### src/rtl/exc_pkg.sv
// Shared constants for the exception controller: encoder excepttype codes,
// CP0 Cause.ExcCode values, FSM state encoding and the default vector.
package exc_pkg;

    localparam logic [31:0] EXC_INT  = 32'h0000_0001;
    localparam logic [31:0] EXC_ADEL = 32'h0000_0004;
    localparam logic [31:0] EXC_ADES = 32'h0000_0005;
    localparam logic [31:0] EXC_SYS  = 32'h0000_0008;
    localparam logic [31:0] EXC_BP   = 32'h0000_0009;
    localparam logic [31:0] EXC_RI   = 32'h0000_000a;
    localparam logic [31:0] EXC_OV   = 32'h0000_000c;
    localparam logic [31:0] EXC_ERET = 32'h0000_000e;

    localparam logic [4:0] EXCCODE_INT  = 5'd0;
    localparam logic [4:0] EXCCODE_ADEL = 5'd4;
    localparam logic [4:0] EXCCODE_ADES = 5'd5;
    localparam logic [4:0] EXCCODE_SYS  = 5'd8;
    localparam logic [4:0] EXCCODE_BP   = 5'd9;
    localparam logic [4:0] EXCCODE_RI   = 5'd10;
    localparam logic [4:0] EXCCODE_OV   = 5'd12;

    localparam logic [1:0] ST_IDLE     = 2'd0;
    localparam logic [1:0] ST_DRAIN    = 2'd1;
    localparam logic [1:0] ST_COMMIT   = 2'd2;
    localparam logic [1:0] ST_REDIRECT = 2'd3;

    localparam logic [31:0] EXC_VECTOR_DEFAULT = 32'hBFC0_0380;

endpackage

### src/rtl/exc_code_map.sv
// Combinational decode of the encoder excepttype word into Cause.ExcCode,
// a BadVAddr-valid flag (address errors) and an ERET flag.
module exc_code_map
    import exc_pkg::*;
(
    input  logic [31:0] excepttype,
    output logic [4:0]  exc_code,
    output logic        badvaddr_valid,
    output logic        is_eret
);

    // Unknown nonzero codes are reported as reserved instruction.
    always_comb begin
        exc_code = EXCCODE_RI;
        case (excepttype)
            EXC_INT:  exc_code = EXCCODE_INT;
            EXC_ADEL: exc_code = EXCCODE_ADEL;
            EXC_ADES: exc_code = EXCCODE_ADES;
            EXC_SYS:  exc_code = EXCCODE_SYS;
            EXC_BP:   exc_code = EXCCODE_BP;
            EXC_RI:   exc_code = EXCCODE_RI;
            EXC_OV:   exc_code = EXCCODE_OV;
            default:  exc_code = EXCCODE_RI;
        endcase
    end

    assign badvaddr_valid = (excepttype == EXC_ADEL) || (excepttype == EXC_ADES);
    assign is_eret        = (excepttype == EXC_ERET);

endmodule

### src/rtl/except_ctrl.sv
// Precise exception / ERET sequencer: IDLE -> [DRAIN] -> COMMIT -> REDIRECT.
// Optional drain watchdog enabled with `define EXC_DRAIN_TIMEOUT_EN.
module except_ctrl
    import exc_pkg::*;
#(
    parameter logic [31:0] EXC_VECTOR    = EXC_VECTOR_DEFAULT,
    parameter int          DRAIN_TIMEOUT = 16
) (
    input  logic        clk,
    input  logic        rst,
    input  logic [31:0] excepttype_i,
    input  logic [31:0] except_pc_i,
    input  logic        in_delayslot_i,
    input  logic [31:0] bad_vaddr_i,
    input  logic [31:0] cp0_epc_i,
    input  logic        mem_busy_i,
    input  logic        ifetch_busy_i,
    output logic        stall_o,
    output logic        flush_o,
    output logic        exc_commit_o,
    output logic [4:0]  exc_code_o,
    output logic [31:0] epc_o,
    output logic        bd_o,
    output logic        badvaddr_we_o,
    output logic [31:0] badvaddr_o,
    output logic        eret_commit_o,
    output logic        redirect_valid_o,
    output logic [31:0] redirect_pc_o,
    output logic        drain_timeout_o
);

    if (DRAIN_TIMEOUT < 1) begin : g_bad_timeout
        $error("DRAIN_TIMEOUT must be at least 1");
    end

    logic [1:0]  state, state_nx;
    logic        busy, detect, drain_exit;
    logic [4:0]  map_code;
    logic        map_bva_valid, map_eret;
    logic [4:0]  code_q;
    logic [31:0] epc_q, bva_q, cp0_epc_q;
    logic        bd_q, bva_valid_q, eret_q;

    assign busy   = mem_busy_i | ifetch_busy_i;
    assign detect = (state == ST_IDLE) && (excepttype_i != 32'h0);

    exc_code_map u_code_map (
        .excepttype     (excepttype_i),
        .exc_code       (map_code),
        .badvaddr_valid (map_bva_valid),
        .is_eret        (map_eret)
    );

`ifdef EXC_DRAIN_TIMEOUT_EN
    localparam int CW = $clog2(DRAIN_TIMEOUT + 1);
    logic [CW-1:0] drain_cnt;
    logic          timeout_q, timeout_hit;

    // Fires on the last allowed DRAIN cycle while traffic is still pending.
    assign timeout_hit = (state == ST_DRAIN) && busy && (drain_cnt == CW'(DRAIN_TIMEOUT - 1));

    always_ff @(posedge clk) begin
        if (rst) begin
            drain_cnt <= '0;
            timeout_q <= 1'b0;
        end else begin
            drain_cnt <= (state == ST_DRAIN) ? drain_cnt + 1'b1 : '0;
            if (timeout_hit)
                timeout_q <= 1'b1;
        end
    end

    assign drain_exit      = !busy || timeout_hit;
    assign drain_timeout_o = timeout_q;
`else
    assign drain_exit      = !busy;
    assign drain_timeout_o = 1'b0;
`endif

    always_comb begin
        state_nx = state;
        case (state)
            ST_IDLE:     if (detect) state_nx = busy ? ST_DRAIN : ST_COMMIT;
            ST_DRAIN:    if (drain_exit) state_nx = ST_COMMIT;
            ST_COMMIT:   state_nx = ST_REDIRECT;
            ST_REDIRECT: state_nx = ST_IDLE;
            default:     state_nx = ST_IDLE;
        endcase
    end

    always_ff @(posedge clk) begin
        if (rst) state <= ST_IDLE;
        else     state <= state_nx;
    end

    // Only the first exception seen in IDLE is captured; later codes are dropped.
    always_ff @(posedge clk) begin
        if (rst) begin
            code_q      <= '0;
            epc_q       <= '0;
            bd_q        <= 1'b0;
            bva_q       <= '0;
            bva_valid_q <= 1'b0;
            eret_q      <= 1'b0;
            cp0_epc_q   <= '0;
        end else if (detect) begin
            code_q      <= map_code;
            epc_q       <= in_delayslot_i ? except_pc_i - 32'd4 : except_pc_i;
            bd_q        <= in_delayslot_i;
            bva_q       <= bad_vaddr_i;
            bva_valid_q <= map_bva_valid;
            eret_q      <= map_eret;
            cp0_epc_q   <= cp0_epc_i;
        end
    end

    assign stall_o       = detect || (state == ST_DRAIN) || (state == ST_COMMIT);
    assign flush_o       = (state == ST_COMMIT) || (state == ST_REDIRECT);
    assign exc_commit_o  = (state == ST_COMMIT) && !eret_q;
    assign eret_commit_o = (state == ST_COMMIT) && eret_q;
    assign badvaddr_we_o = (state == ST_COMMIT) && bva_valid_q;

    // redirect_valid_o carries no ready: fetch must take the target in the
    // single cycle it is high, and redirect_pc_o is 0 whenever it is low.
    assign redirect_valid_o = (state == ST_REDIRECT);
    assign redirect_pc_o    = (state != ST_REDIRECT) ? 32'h0 :
                              eret_q ? cp0_epc_q : EXC_VECTOR;

    assign exc_code_o = code_q;
    assign epc_o      = epc_q;
    assign bd_o       = bd_q;
    assign badvaddr_o = bva_q;

endmodule

### config.mk
export PLATFORM = sky130hd
export DESIGN_NAME = except_ctrl
export DESIGN_NICKNAME = d
export VERILOG_FILES = /design/src/rtl/exc_pkg.sv /design/src/rtl/exc_code_map.sv /design/src/rtl/except_ctrl.sv
export SDC_FILE = /design/constraint.sdc
export NUM_CORES = 1
export LEC_CHECK = 0
export ABC_AREA = 0
export BUFFER_PORTS_ARGS = -buffer_cell sky130_fd_sc_hd__buf_2
export CORE_MARGIN = 3
export CORE_UTILIZATION = 30
export CTS_BUF_LIST = sky130_fd_sc_hd__clkbuf_8
export DETAILED_ROUTE_END_ITERATION = 8
export HOLD_SLACK_MARGIN = 0.1
export PLACE_DENSITY = 0.64
export SETUP_SLACK_MARGIN = 0.2
export SKIP_LAST_GASP = 1
export SYNTH_ARGS = -nofsm -noshare
export SYNTH_HDL_FRONTEND = slang
export SYNTH_SLANG_ARGS = --single-unit
### constraint.sdc
create_clock -name clk -period 2.44 [get_ports clk]
set_clock_uncertainty 0.1 [all_clocks]
set_input_delay 0 -clock clk [delete_from_list [all_inputs] [get_ports clk]]
set_output_delay 0 -clock clk [all_outputs]
set_load 0.01 [all_outputs]
==> summary.txt, run 1 <==
STA
  • Final setup fails: 0
  • Peak Freq: roughly 430 MHz
  • Slew headroom: a little over a third
  • Final hold violations: 0
  • Worst slew pin tran: around 0.96 ns
  • RSZ-0062 raised after global routing: true
  • Setup TNS: 0 ns
  • Crit path time final: about 2.3 ns
  • Max-slew violations: 0
  • Period utilization: about 96%
  • Worst Setup Slack, final: 0.109 ns

Floorplanning
  • Initial Util: 30.9%
  • Site row count: 45
  • Core box area: approximately 15000 um2
  • DIE AREA: 17200 um2
  • Top-level I/O count: 242
  • Die width: 131 um
  • Die height: between 100 and 150 um

Power
  • Leakage: 3.53 nW
  • Total power: around 0.0050 W
  • Peak VDD IR: around 0.00031 V
  • Pwr/cell area: around 650 nW/um2

Placed design
  • Number of buffers added on ports: about 240
  • GPL Wtd Cong: just over 0.8
  • Half-perimeter wire length after placement: ~10000 um
  • Placed cell count: around 1000
  • Place WS: 0.354 ns

Run
  • Max-cap viol count: 0

Yosys
  • Synth warnings: 0
  • Yosys top cell by area: dfxtp_1
  • Register area share after synthesis: roughly 45%
  • Distinct cells, synth: 44
  • Avg Cell Area, Syn: around 7.9 um2
  • Gate Count Post-Synth: roughly 600
  • Netlist Area Pre-Place: between 4000 and 5000 um2
  • Post-synth top area share: between 40% and 50%
  • Synth top area cells: dfxtp_1 (45%), nand2_1 (11%), a21oi_1 (9.1%)
  • #FFs+latches synth: between 100 and 150

Finish
  • FILL cells: 1428
  • Total area of sequential cells: 2100 um2
  • Share of layout cells above drive strength 1: 31.0%
  • Antenna diode count: 0
  • Most common cell after layout, fill and taps aside: buf_2
  • Most frequent cells in the layout: buf_2 (239), nand2_1 (139), dlygate4sd3_1 (128)
  • Final core utilization: about half
  • Syn-to-layout area delta: 62.9%
  • Cell Count, Final, Fillers Out: about 1200
  • Nets: between 1000 and 1500
  • Multi-input gate area: 2440 um2

Run status
  • Status: complete, no violations

Clocking
  • CTS buffer count: 9
  • Worst skew pair latency: about 0.37 ns
  • Clk sinks: roughly 110
  • Clk slew on worst S/H paths: ~0.10 ns
  • TritonCTS clock tree: done
  • Root Buffer: clkbuf_8
  • Clock Tree Buf Depth: 2
  • # H-tree levels: 3

GRT
  • Antenna violations before repair: 1
  • GRT Total Usage: between 10% and 20%
  • Vias in the first global route: slightly above 5000
  • Largest net degree at the start of global routing: between 80 and 90
  • Grt total ovfl: 0
  • First-pass GRT wire length: ~25000 um

Drt
  • DR iter-0 viols: 272
  • Routed Wire Length: between 15000 and 20000 um
  • Per-cell routed wire length: roughly 14 um
  • Routed length on met1: between 6000 and 7000 um
  • # DRC: 0
  • Met3 WL: ~970 um
  • Routed vias: around 5300
  • Pre-antenna DRT Iters: 4
  • DR vias/cell: between 4 and 5
  • Antenna viol nets, final: 0
  • Routed wl met2: between 7000 and 8000 um
  • Uppermost layer routed: met5

Critical path
  • Worst EP required: 2.61 ns
  • Worst path slowest cell: or4_4
  • CP most frequent cell: or4_4
  • Crit-path cells: buf_2, or4_4, or4_4, nor4_1, xnor2_1, dlygate4sd3_1, a21oi_1
  • Crit path DAT: 2.50 ns
  • Largest stage delay, worst path: a little under 0.6 ns
  • Crit path max fanout: 15
  • Crit. End Element: flop
  • CP delay by family, top: simple AND/OR/NAND/NOR gates
  • Crit path kind: primary input to flop
  • CP Buf/Inv Count: 2
  • Critical path startpoint category: primary input

Min path
  • Min-delay worst type: primary input to flop
-- flip-flops by register name, indices dropped and copies added (netlist names) --
signal and count:
state 2, cp0_epc_q 32, epc_o 32, bva_valid_q 1, exc_code_o 4, bd_o 1
badvaddr_o 32, eret_q 1
-- synth_stat cells --
library cell  count
or4_1             3
inv_1             9
o21ai_0          21
and3_1           20
and4bb_2          1
or2_2             5
nand2_1         139
nor2b_1           1
a32oi_1           2
nor2_1           29
o21a_1           13
nand3_1           7
o41ai_1           1
nand4_1           2
xnor2_1          24
nor4_2            4
nor3b_1           1
nor3_1            7
nor4_4            2
o2111ai_1         2
o211a_1           1
buf_4             2
a211oi_1         11
nor4_1           16
a311oi_1          1
conb_1            1
a21o_1            1
and2_1            2
xor2_1            5
or4_4             2
a41oi_1           1
o211ai_1          1
mux2i_1           1
buf_2             1
a21oi_1          86
o21ai_1           1
clkbuf_1         43
or3_1             8
ha_1              5
buf_8             1
a31oi_1           4
dfxtp_1         105
buf_6             1
nand4b_1          1
-- power breakdown --
group | internal, W | leakage, nW | switching (W)
logic | 0.000740 | 2.57 | 0.000968
clock network | 0.000506 | 0.0965 | 0.000631
registers | 0.00201 | 0.871 | 0.000135
-- cell type report --
type	count	share of cell area (%)
Clock buffer	10	1.79
Clock inverter	5	0.848
Inverter	9	0.440
Multi-Input combinational cell	434	31.9
Sequential cell	105	27.4
Tap cell	211	3.44
Timing Repair Buffer	382	34.2
-- per-layer routing --
layer / global-route usage [%] / vias to the layer above
met3: 4.94 / 29
li1: - / 2727
met2: 28.6 / 171
met1: 21.7 / 2394
met4: 6.42 / 2
met5: 0 / -
-- repair_timing --
action	in CTS	in global routing
endpoints found under the setup margin	0	12
setup buffers	0	2
hold buffers	128	0
endpoints found under the hold margin	105	0
resized for setup	0	8
-- final timing paths --
path         cells after the start            start  slack (ns)             to
min reg2reg                      2    exc_code_o[2]        0.36  exc_code_o[2]
max                              7  except_pc_i[12]        0.11      epc_o[26]
max reg2reg                      6         state[0]        0.44       epc_o[7]
min                              4  excepttype_i[1]        0.15         eret_q
-- per-stage QoR --
stage          hold WS [ns]  cell area (um2)
3_3_place_gp          0.139             6120
5_1_grt               0.186             7670
2_1_floorplan        0.0360             4710
6_report              0.155             7670
4_1_cts               0.111             7600
3_5_place_dp          0.146             6120
-- worst reg2reg max path: cells and delay by family (launching register included) --
family                   cells  cell delay, ns
buffers and inverters        2            0.69
flip-flops                   1            0.35
AO/OA/AOI/OAI                2            0.45
AND/OR/NAND/NOR              1            0.06
adder cells (fa/ha/maj)      1            0.31
-- cells by family after synthesis --
group	Yosys count	synth area share, %
mux	1	0.212
xor+xnor	29	5.39
other cells	1	0.0796
compound gates	146	17.7
fa+ha+maj	5	1.33
flops	105	44.6
buf+inv	57	5.13
simple gates	250	25.6
(Power assumes the default switching activity.)
==> inputs of run 2 (changes only) <==
--- a/config.mk
+++ b/config.mk
@@ -7,14 +7,17 @@
 export LEC_CHECK = 0
 export ABC_AREA = 0
 export BUFFER_PORTS_ARGS = -buffer_cell sky130_fd_sc_hd__buf_2
+export CELL_PAD_IN_SITES_DETAIL_PLACEMENT = 1
+export CELL_PAD_IN_SITES_GLOBAL_PLACEMENT = 1
 export CORE_MARGIN = 3
 export CORE_UTILIZATION = 30
 export CTS_BUF_LIST = sky130_fd_sc_hd__clkbuf_8
 export DETAILED_ROUTE_END_ITERATION = 8
 export HOLD_SLACK_MARGIN = 0.1
-export PLACE_DENSITY = 0.64
+export PLACE_DENSITY = 0.83
 export SETUP_SLACK_MARGIN = 0.2
 export SKIP_LAST_GASP = 1
 export SYNTH_ARGS = -nofsm -noshare
 export SYNTH_HDL_FRONTEND = slang
+export SYNTH_HIERARCHICAL = 1
 export SYNTH_SLANG_ARGS = --single-unit
==> run 2 against run 1 <==
  * Utilization shrank 0.60 points
  * Via count is 10% higher
  * Critical path type unchanged
  * Cell count up 2.8%
  * Highest routed layer is now met4
  * Wire length increased by 31%
  * Global-route usage increased by 5.1 points
  * Largest power group is now combinational logic
  * Count of clock-buffer cells in the layout down 1
  * Clock power is 9% lower
  * Synthesized cell count up 3.5%
  * Setup slack improved by 0.012 ns
  * Flip-flop and latch count increased by 1
==> summary.txt, run 2 <==
Critical path
  • Crit path max fanout: 4 (was 15)
  • Critical path startpoint category: primary input (unchanged)
  • Worst EP required: 2.64 ns (was 2.61 ns)
  • Crit path DAT: 2.52 ns (was 2.50 ns)
  • Crit path kind: primary input to flop (unchanged)
  • Crit. End Element: flop (unchanged)

Floorplanning
  • DIE AREA: 17900 um2 (was 17200 um2)
  • Die height: 134 um (was 131 um)
  • Core box area: 15900 um2 (was 15300 um2)
  • Top-level I/O count: 242 (unchanged)
  • Site row count: 46 (was 45)
  • Initial Util: 30.7% (was 30.9%)
  • Die width: 134 um (was 131 um)

Power
  • Net Sw Frac: 42.9% (was 34.8%)
  • Peak VDD IR: 0.000414 V (was 0.000307 V)
  • Pwr/cell area: 899 nW/um2 (was 650 nW/um2)
  • Leakage: 3.64 nW (was 3.53 nW)
  • Part of the power in registers: 36.3% (was 42.9%)
  • Gate power share: 49.1% (was 34.3%)
  • P_sw: 0.00306 W (was 0.00173 W)
  • Clock share of power: 14.6% (was 22.8%)
  • Pint: 0.00407 W (was 0.00325 W)

STA
  • Crit path time final: 2.32 ns (was 2.33 ns)
  • Final setup fails: 0 (unchanged)
  • RSZ-0062 raised after global routing: true (unchanged)
  • Final hold violations: 0 (unchanged)
  • Period utilization: 95.0% (was 95.5%)
  • Peak Freq: 431 MHz (was 429 MHz)
  • Max-slew violations: 0 (unchanged)
  • Worst slew pin tran: 0.665 ns (was 0.955 ns)
  • Slew headroom: 55.7% (was 36.3%)
  • Setup TNS: 0 ns (unchanged)

Min path
  • Min-delay worst type: primary input to flop (unchanged)

Clocking
  • Clk sinks: 106 (was 105)
  • TritonCTS clock tree: done (unchanged)
  • Worst skew pair latency: 0.37 ns (about the same)
  • CTS buffer count: 9 (unchanged)
  • Clock Tree Buf Depth: 2 (unchanged)
  • Clk slew on worst S/H paths: 0.10 ns (about the same)
  • Root Buffer: clkbuf_8 (unchanged)
  • # H-tree levels: 3 (unchanged)

Finish
  • Total area of sequential cells: 2120 um2 (was 2100 um2)
  • FILL cells: 1947 (was 1428)
  • Multi-input gate area: 2620 um2 (was 2440 um2)
  • Share of layout cells above drive strength 1: 31.7% (was 31.0%)
  • Most common cell after layout, fill and taps aside: buf_2 (unchanged)
  • Most frequent cells in the layout: buf_2 (239), nand2_1 (153), dlygate4sd3_1 (123) (was buf_2 (239), nand2_1 (139), dlygate4sd3_1 (128))
  • Syn-to-layout area delta: 62.1% (was 62.9%)
  • Nets: 1104 (was 1079)
  • Fin area: 7920 um2 (was 7670 um2)

GRT
  • Vias in the first global route: 6229 (was 5033)
  • Largest net degree at the start of global routing: 59 (was 86)
  • GRT Total Usage: 22.5% (was 17.4%)
  • Antenna violations before repair: 1 (unchanged)
  • First-pass GRT wire length: 32600 um (was 25200 um)
  • Grt total ovfl: 0 (unchanged)

Yosys
  • Post-synth top area share: 43.4% (was 44.6%)
  • Top cells by count, synth: nand2_1 (153), dfxtp_1 (106), a21oi_1 (75) (was nand2_1 (139), dfxtp_1 (105), a21oi_1 (86))
  • Avg Cell Area, Syn: 7.95 um2 (was 7.93 um2)
  • Synth top area cells: dfxtp_1 (43%), nand2_1 (12%), a21oi_1 (7.7%) (was dfxtp_1 (45%), nand2_1 (11%), a21oi_1 (9.1%))
  • Yosys top cell by area: dfxtp_1 (unchanged)
  • Gate Count Post-Synth: 615 (was 594)
  • Syn Nets: around 750
  • #FFs+latches synth: 106 (was 105)
  • Register area share after synthesis: 43.4% (was 44.6%)
  • Share of flip-flops with an asynchronous set or reset: 0% (unchanged)
  • Synth warnings: 6 (was 0)
  • EDFF count, synth: 0 (unchanged)
  • Distinct cells, synth: 45 (was 44)
  • Top-count cell post-synth: nand2_1 (unchanged)
  • Most used DFF post-synth: dfxtp_1 (unchanged)
  • Netlist Area Pre-Place: 4890 um2 (was 4710 um2)

Drt
  • Routed Wire Length: 20700 um (was 15800 um)
  • Routed vias: 5853 (was 5323)
  • Antenna viol nets, final: 0 (unchanged)
  • Per-cell routed wire length: 17.5 um (was 13.7 um)
  • DR iter-0 viols: 148 (was 272)
  • DR vias/cell: 4.93 (was 4.60)
  • Pre-antenna DRT Iters: 4 (unchanged)
  • # DRC: 0 (unchanged)

Run status
  • Status: complete, no violations (unchanged)

Placed design
  • Dpl cell area: 6380 um2 (was 6120 um2)
  • GPL Wtd Cong: 0.744 (was 0.808)
  • Half-perimeter wire length after placement: 11800 um (was 9830 um)
  • Number of buffers added on ports: 240 (was 239)

Run
  • Max-cap viol count: 0 (unchanged)
[run 2: power by group through the flow]
| stage | clock network, W | registers, W | logic [W] |
|---|---|---|---|
| after floorplan | 0 | 0.00276 | 0.00165 |
| after global placement | 0 | 0.00258 | 0.00313 |
| after detailed placement | 0 | 0.00260 | 0.00320 |
| after CTS | 0.00109 | 0.00257 | 0.00340 |
| after global routing | 0.00115 | 0.00265 | 0.00388 |
| final | 0.00104 | 0.00258 | 0.00350 |
[run 2: path summary, 6_finish.rpt]
| kind | startpoint | to | slack, ns | depth (start not counted) |
|---|---|---|---|---|
| worst max-delay path | excepttype_i[25] | exc_code_o[2] | 0.12 | 9 |
| worst min-delay path | excepttype_i[0] | exc_code_o[1] | 0.16 | 5 |
| worst max register to register | state[1] | state[1] | 0.39 | 6 |
| worst min register to register | cp0_epc_q[5] | cp0_epc_q[5] | 0.36 | 2 |
[run 2: what timing repair did]
action,4_1_cts,5_1_grt
hold endpoints to repair,106,0
pin swaps,0,3
resized for setup,0,13
buffers inserted,0,4
hold buffers,125,0
endpoints found under the setup margin,1,11
cloned,1,1
[run 2: metrics by stage]
stage / utilization [%] / std cells / worst slack [ns] / power (W) / hold WS [ns]
after global placement: 40.0 / 1040 / 0.419 / 0.00571 / 0.140
after detailed placement: 40.0 / 1040 / 0.342 / 0.00580 / 0.147
after global routing: 49.7 / 1188 / 0.0945 / 0.00768 / 0.191
after CTS: 49.1 / 1182 / 0.203 / 0.00706 / 0.110
final: 49.7 / 1188 / 0.121 / 0.00712 / 0.155
after floorplan: - / 615 / 0.538 / 0.00441 / 0.0360
[run 2: kinds of logic after synthesis]
family | share of synthesized area [%]
AND/OR/NAND/NOR | 29.3
AO/OA/AOI/OAI | 15.8
flip-flops | 43.4
buffers and inverters | 4.91
XOR/XNOR | 5.02
adder cells (fa/ha/maj) | 1.28
other | 0.154
multiplexers | 0.205
[run 2: cell type report]
| class | instances | share of cell area, % |
|---|---|---|
| clock buffers | 9 | 1.56 |
| flip-flops and latches | 106 | 26.8 |
| inverters | 18 | 0.853 |
| well taps | 216 | 3.41 |
| clock inverters | 7 | 0.695 |
| diodes | 1 | 0.0316 |
| repair buffers | 382 | 33.6 |
| multi-input cells | 449 | 33.1 |
[run 2: metal layers]
metal | global-route usage [%] | part of all wire (%) | vias to the layer above
met5 | 0 | 0 | -
met4 | 10.7 | 4.3 | 0
met3 | 5.17 | 5.9 | 65
met2 | 40.8 | 51 | 225
met1 | 24.9 | 38 | 2764
li1 | - | - | 2799
[run 2: worst max-delay path, stage by stage]
cell           delay, ns
buf_2               0.11
dlygate4sd3_1       0.60
nor4_2              0.33
nand4_2             0.18
buf_4               0.19
a2111oi_2           0.32
dlygate4sd3_1       0.62
nand2_1             0.05
a21oi_1             0.13
==> inputs of run 3 (changes only) <==
--- a/config.mk
+++ b/config.mk
@@ -10,11 +10,11 @@
 export CELL_PAD_IN_SITES_DETAIL_PLACEMENT = 1
 export CELL_PAD_IN_SITES_GLOBAL_PLACEMENT = 1
 export CORE_MARGIN = 3
-export CORE_UTILIZATION = 30
+export CORE_UTILIZATION = 33
 export CTS_BUF_LIST = sky130_fd_sc_hd__clkbuf_8
 export DETAILED_ROUTE_END_ITERATION = 8
 export HOLD_SLACK_MARGIN = 0.1
-export PLACE_DENSITY = 0.83
+export PLACE_DENSITY = 0.89
 export SETUP_SLACK_MARGIN = 0.2
 export SKIP_LAST_GASP = 1
 export SYNTH_ARGS = -nofsm -noshare
==> run 3 against run 2 <==
  * Flip-flop and latch count unchanged
  * Clock power grew 27%
  * Die area down 8.7%
  * Sequential share of layout area grew 0.38 points
  * Register-to-register slack improved by 0.02 ns
  * Critical path type unchanged
==> summary.txt, run 3 (synthesis gave the netlist of run 2 again) <==
Drt
  • Routed Wire Length: 21900 um (was 20700 um)
  • Antenna viol nets, final: 0 (unchanged)
  • Routed vias: 5872 (was 5853)
  • DR vias/cell: 5.14 (was 4.93)
  • # DRC: 0 (unchanged)
  • Per-cell routed wire length: 19.2 um (was 17.5 um)
  • Pre-antenna DRT Iters: 4 (unchanged)
  • DR iter-0 viols: 190 (was 148)

Clocking
  • Clock Tree Buf Depth: 2 (unchanged)
  • Clk sinks: 106 (unchanged)
  • TritonCTS clock tree: done (unchanged)
  • CTS buffer count: 9 (unchanged)
  • Clk slew on worst S/H paths: 0.10 ns (about the same)
  • Worst skew pair latency: 0.37 ns (about the same)
  • Root Buffer: clkbuf_8 (unchanged)
  • # H-tree levels: 3 (unchanged)

Critical path
  • Crit path kind: primary input to flop (unchanged)
  • Crit. End Element: flop (unchanged)
  • Worst EP required: 2.64 ns (about the same)
  • Critical path startpoint category: primary input (unchanged)
  • Crit path DAT: 2.39 ns (was 2.52 ns)
  • Crit path max fanout: 4 (unchanged)

Finish
  • Nets: 1095 (was 1104)
  • Syn-to-layout area delta: 59.8% (was 62.1%)
  • Multi-input gate area: 2590 um2 (was 2620 um2)
  • Total area of sequential cells: 2120 um2 (unchanged)
  • Most frequent cells in the layout: buf_2 (239), nand2_1 (153), dlygate4sd3_1 (118) (was buf_2 (239), nand2_1 (153), dlygate4sd3_1 (123))
  • FILL cells: 1746 (was 1947)
  • Most common cell after layout, fill and taps aside: buf_2 (unchanged)
  • Share of layout cells above drive strength 1: 31.5% (was 31.7%)

GRT
  • Vias in the first global route: 6506 (was 6229)
  • Largest net degree at the start of global routing: 76 (was 59)
  • Grt total ovfl: 0 (unchanged)
  • First-pass GRT wire length: 33500 um (was 32600 um)
  • Antenna violations before repair: 1 (unchanged)
  • GRT Total Usage: 25.7% (was 22.5%)

Floorplanning
  • Top-level I/O count: 242 (unchanged)
  • DIE AREA: 16300 um2 (was 17900 um2)
  • Site row count: 43 (was 46)
  • Core box area: 14200 um2 (was 15900 um2)
  • Initial Util: 34.4% (was 30.7%)
  • Die width: 128 um (was 134 um)
  • Die height: 128 um (was 134 um)

Power
  • Pint: 0.00434 W (was 0.00407 W)
  • Gate power share: 47.1% (was 49.1%)
  • Net Sw Frac: 41.5% (was 42.9%)
  • Leakage: 3.61 nW (was 3.64 nW)
  • Pwr/cell area: 949 nW/um2 (was 899 nW/um2)
  • Part of the power in registers: 35.0% (was 36.3%)
  • Total power: 0.00742 W (was 0.00712 W)
  • Peak VDD IR: 0.000562 V (was 0.000414 V)
  • Clock share of power: 17.8% (was 14.6%)
  • P_sw: 0.00308 W (was 0.00306 W)

Run
  • Max-cap viol count: 0 (unchanged)

STA
  • Peak Freq: 458 MHz (was 431 MHz)
  • Final hold slack: 0.195 ns (was 0.155 ns)
  • Setup TNS: 0 ns (unchanged)
  • Period utilization: 89.5% (was 95.0%)
  • Final hold violations: 0 (unchanged)
  • Slew headroom: 59.1% (was 55.7%)
  • Crit path time final: 2.18 ns (was 2.32 ns)
  • Worst slew pin tran: 0.608 ns (was 0.665 ns)
  • Final setup fails: 0 (unchanged)
  • Worst Setup Slack, final: 0.256 ns (was 0.121 ns)
  • Max-slew violations: 0 (unchanged)
  • RSZ-0062 raised after global routing: false (was true)

Min path
  • Min-delay worst type: primary input to flop (unchanged)

Placed design
  • Place WS: 0.307 ns (was 0.342 ns)
  • GPL Wtd Cong: 0.778 (was 0.744)
  • Half-perimeter wire length after placement: 12400 um (was 11800 um)
  • Number of buffers added on ports: 240 (unchanged)

Run status
  • Status: complete, no violations (unchanged)
-- run 3: cell types whose count changed in the layout (fill, tap and decap cells not counted), sizes merged --
cell,previous run,this run
dlygate4sd3,123,118
buf,257,254
bufinv,0,3
clkinv,3,1
clkbuf,9,10
clkinvlp,1,0
dlymetal6s4s,2,1
inv,21,20
-- run 3: layout make-up --
cell class | count | share of cell area, %
Tap cell | 180 | 2.88
Timing Repair Buffer | 373 | 32.8
Sequential cell | 106 | 27.2
Clock buffer | 10 | 1.76
Inverter | 18 | 0.865
Multi-Input combinational cell | 449 | 33.1
Clock inverter | 6 | 1.36
Antenna cell | 1 | 0.0320
-- run 3: timing repair --
action                                 CTS  global route
setup endpoints to repair                0            16
endpoints found under the hold margin  106             0
setup buffers                            0             2
gates resized for setup                  0             8
hold buffers                           120             0
-- run 3: critical path: stages --
cell and delay (ns):
dlygate4sd3_1 0.56, buf_2 0.16, inv_1 0.06, ha_1 0.16
and4bb_2 0.30, nand3_2 0.12, nor2_2 0.16, xnor2_1 0.07
dlygate4sd3_1 0.57, a211oi_2 0.22
-- run 3: power by group through the flow --
stage | Sequential (W) | Clock [W] | Combinational (W)
2_1_floorplan | 0.00276 | 0 | 0.00165
3_3_place_gp | 0.00258 | 0 | 0.00306
3_5_place_dp | 0.00261 | 0 | 0.00317
4_1_cts | 0.00258 | 0.00135 | 0.00332
5_1_grt | 0.00266 | 0.00144 | 0.00383
6_report | 0.00260 | 0.00132 | 0.00350
-- run 3: path summary, 6_finish.rpt --
path / start / end / slack, ns / cells past startpoint
max: except_pc_i[2] / epc_o[12] / 0.26 / 10
min: excepttype_i[19] / exc_code_o[3] / 0.20 / 7
max reg2reg: state[0] / state[1] / 0.41 / 6
min reg2reg: badvaddr_o[29] / badvaddr_o[29] / 0.36 / 2
-- run 3: stage by stage --
step                area [um2]  util, %  std cells
floorplan                 4890        -        615
global placement          6320     44.5       1003
detailed placement        6320     44.5       1003
CTS                       7760     54.7       1139
global route              7810     55.0       1143
finish                    7810     55.0       1143
-- run 3: metal layers --
metal / vias to the layer above / global-route usage [%] / share of wire (%)
li1: 2779 / - / -
met1: 2800 / 26.0 / 37
met2: 235 / 49.2 / 53
met3: 58 / 6.79 / 6.0
met4: 0 / 11.3 / 3.6
met5: - / 0 / 0
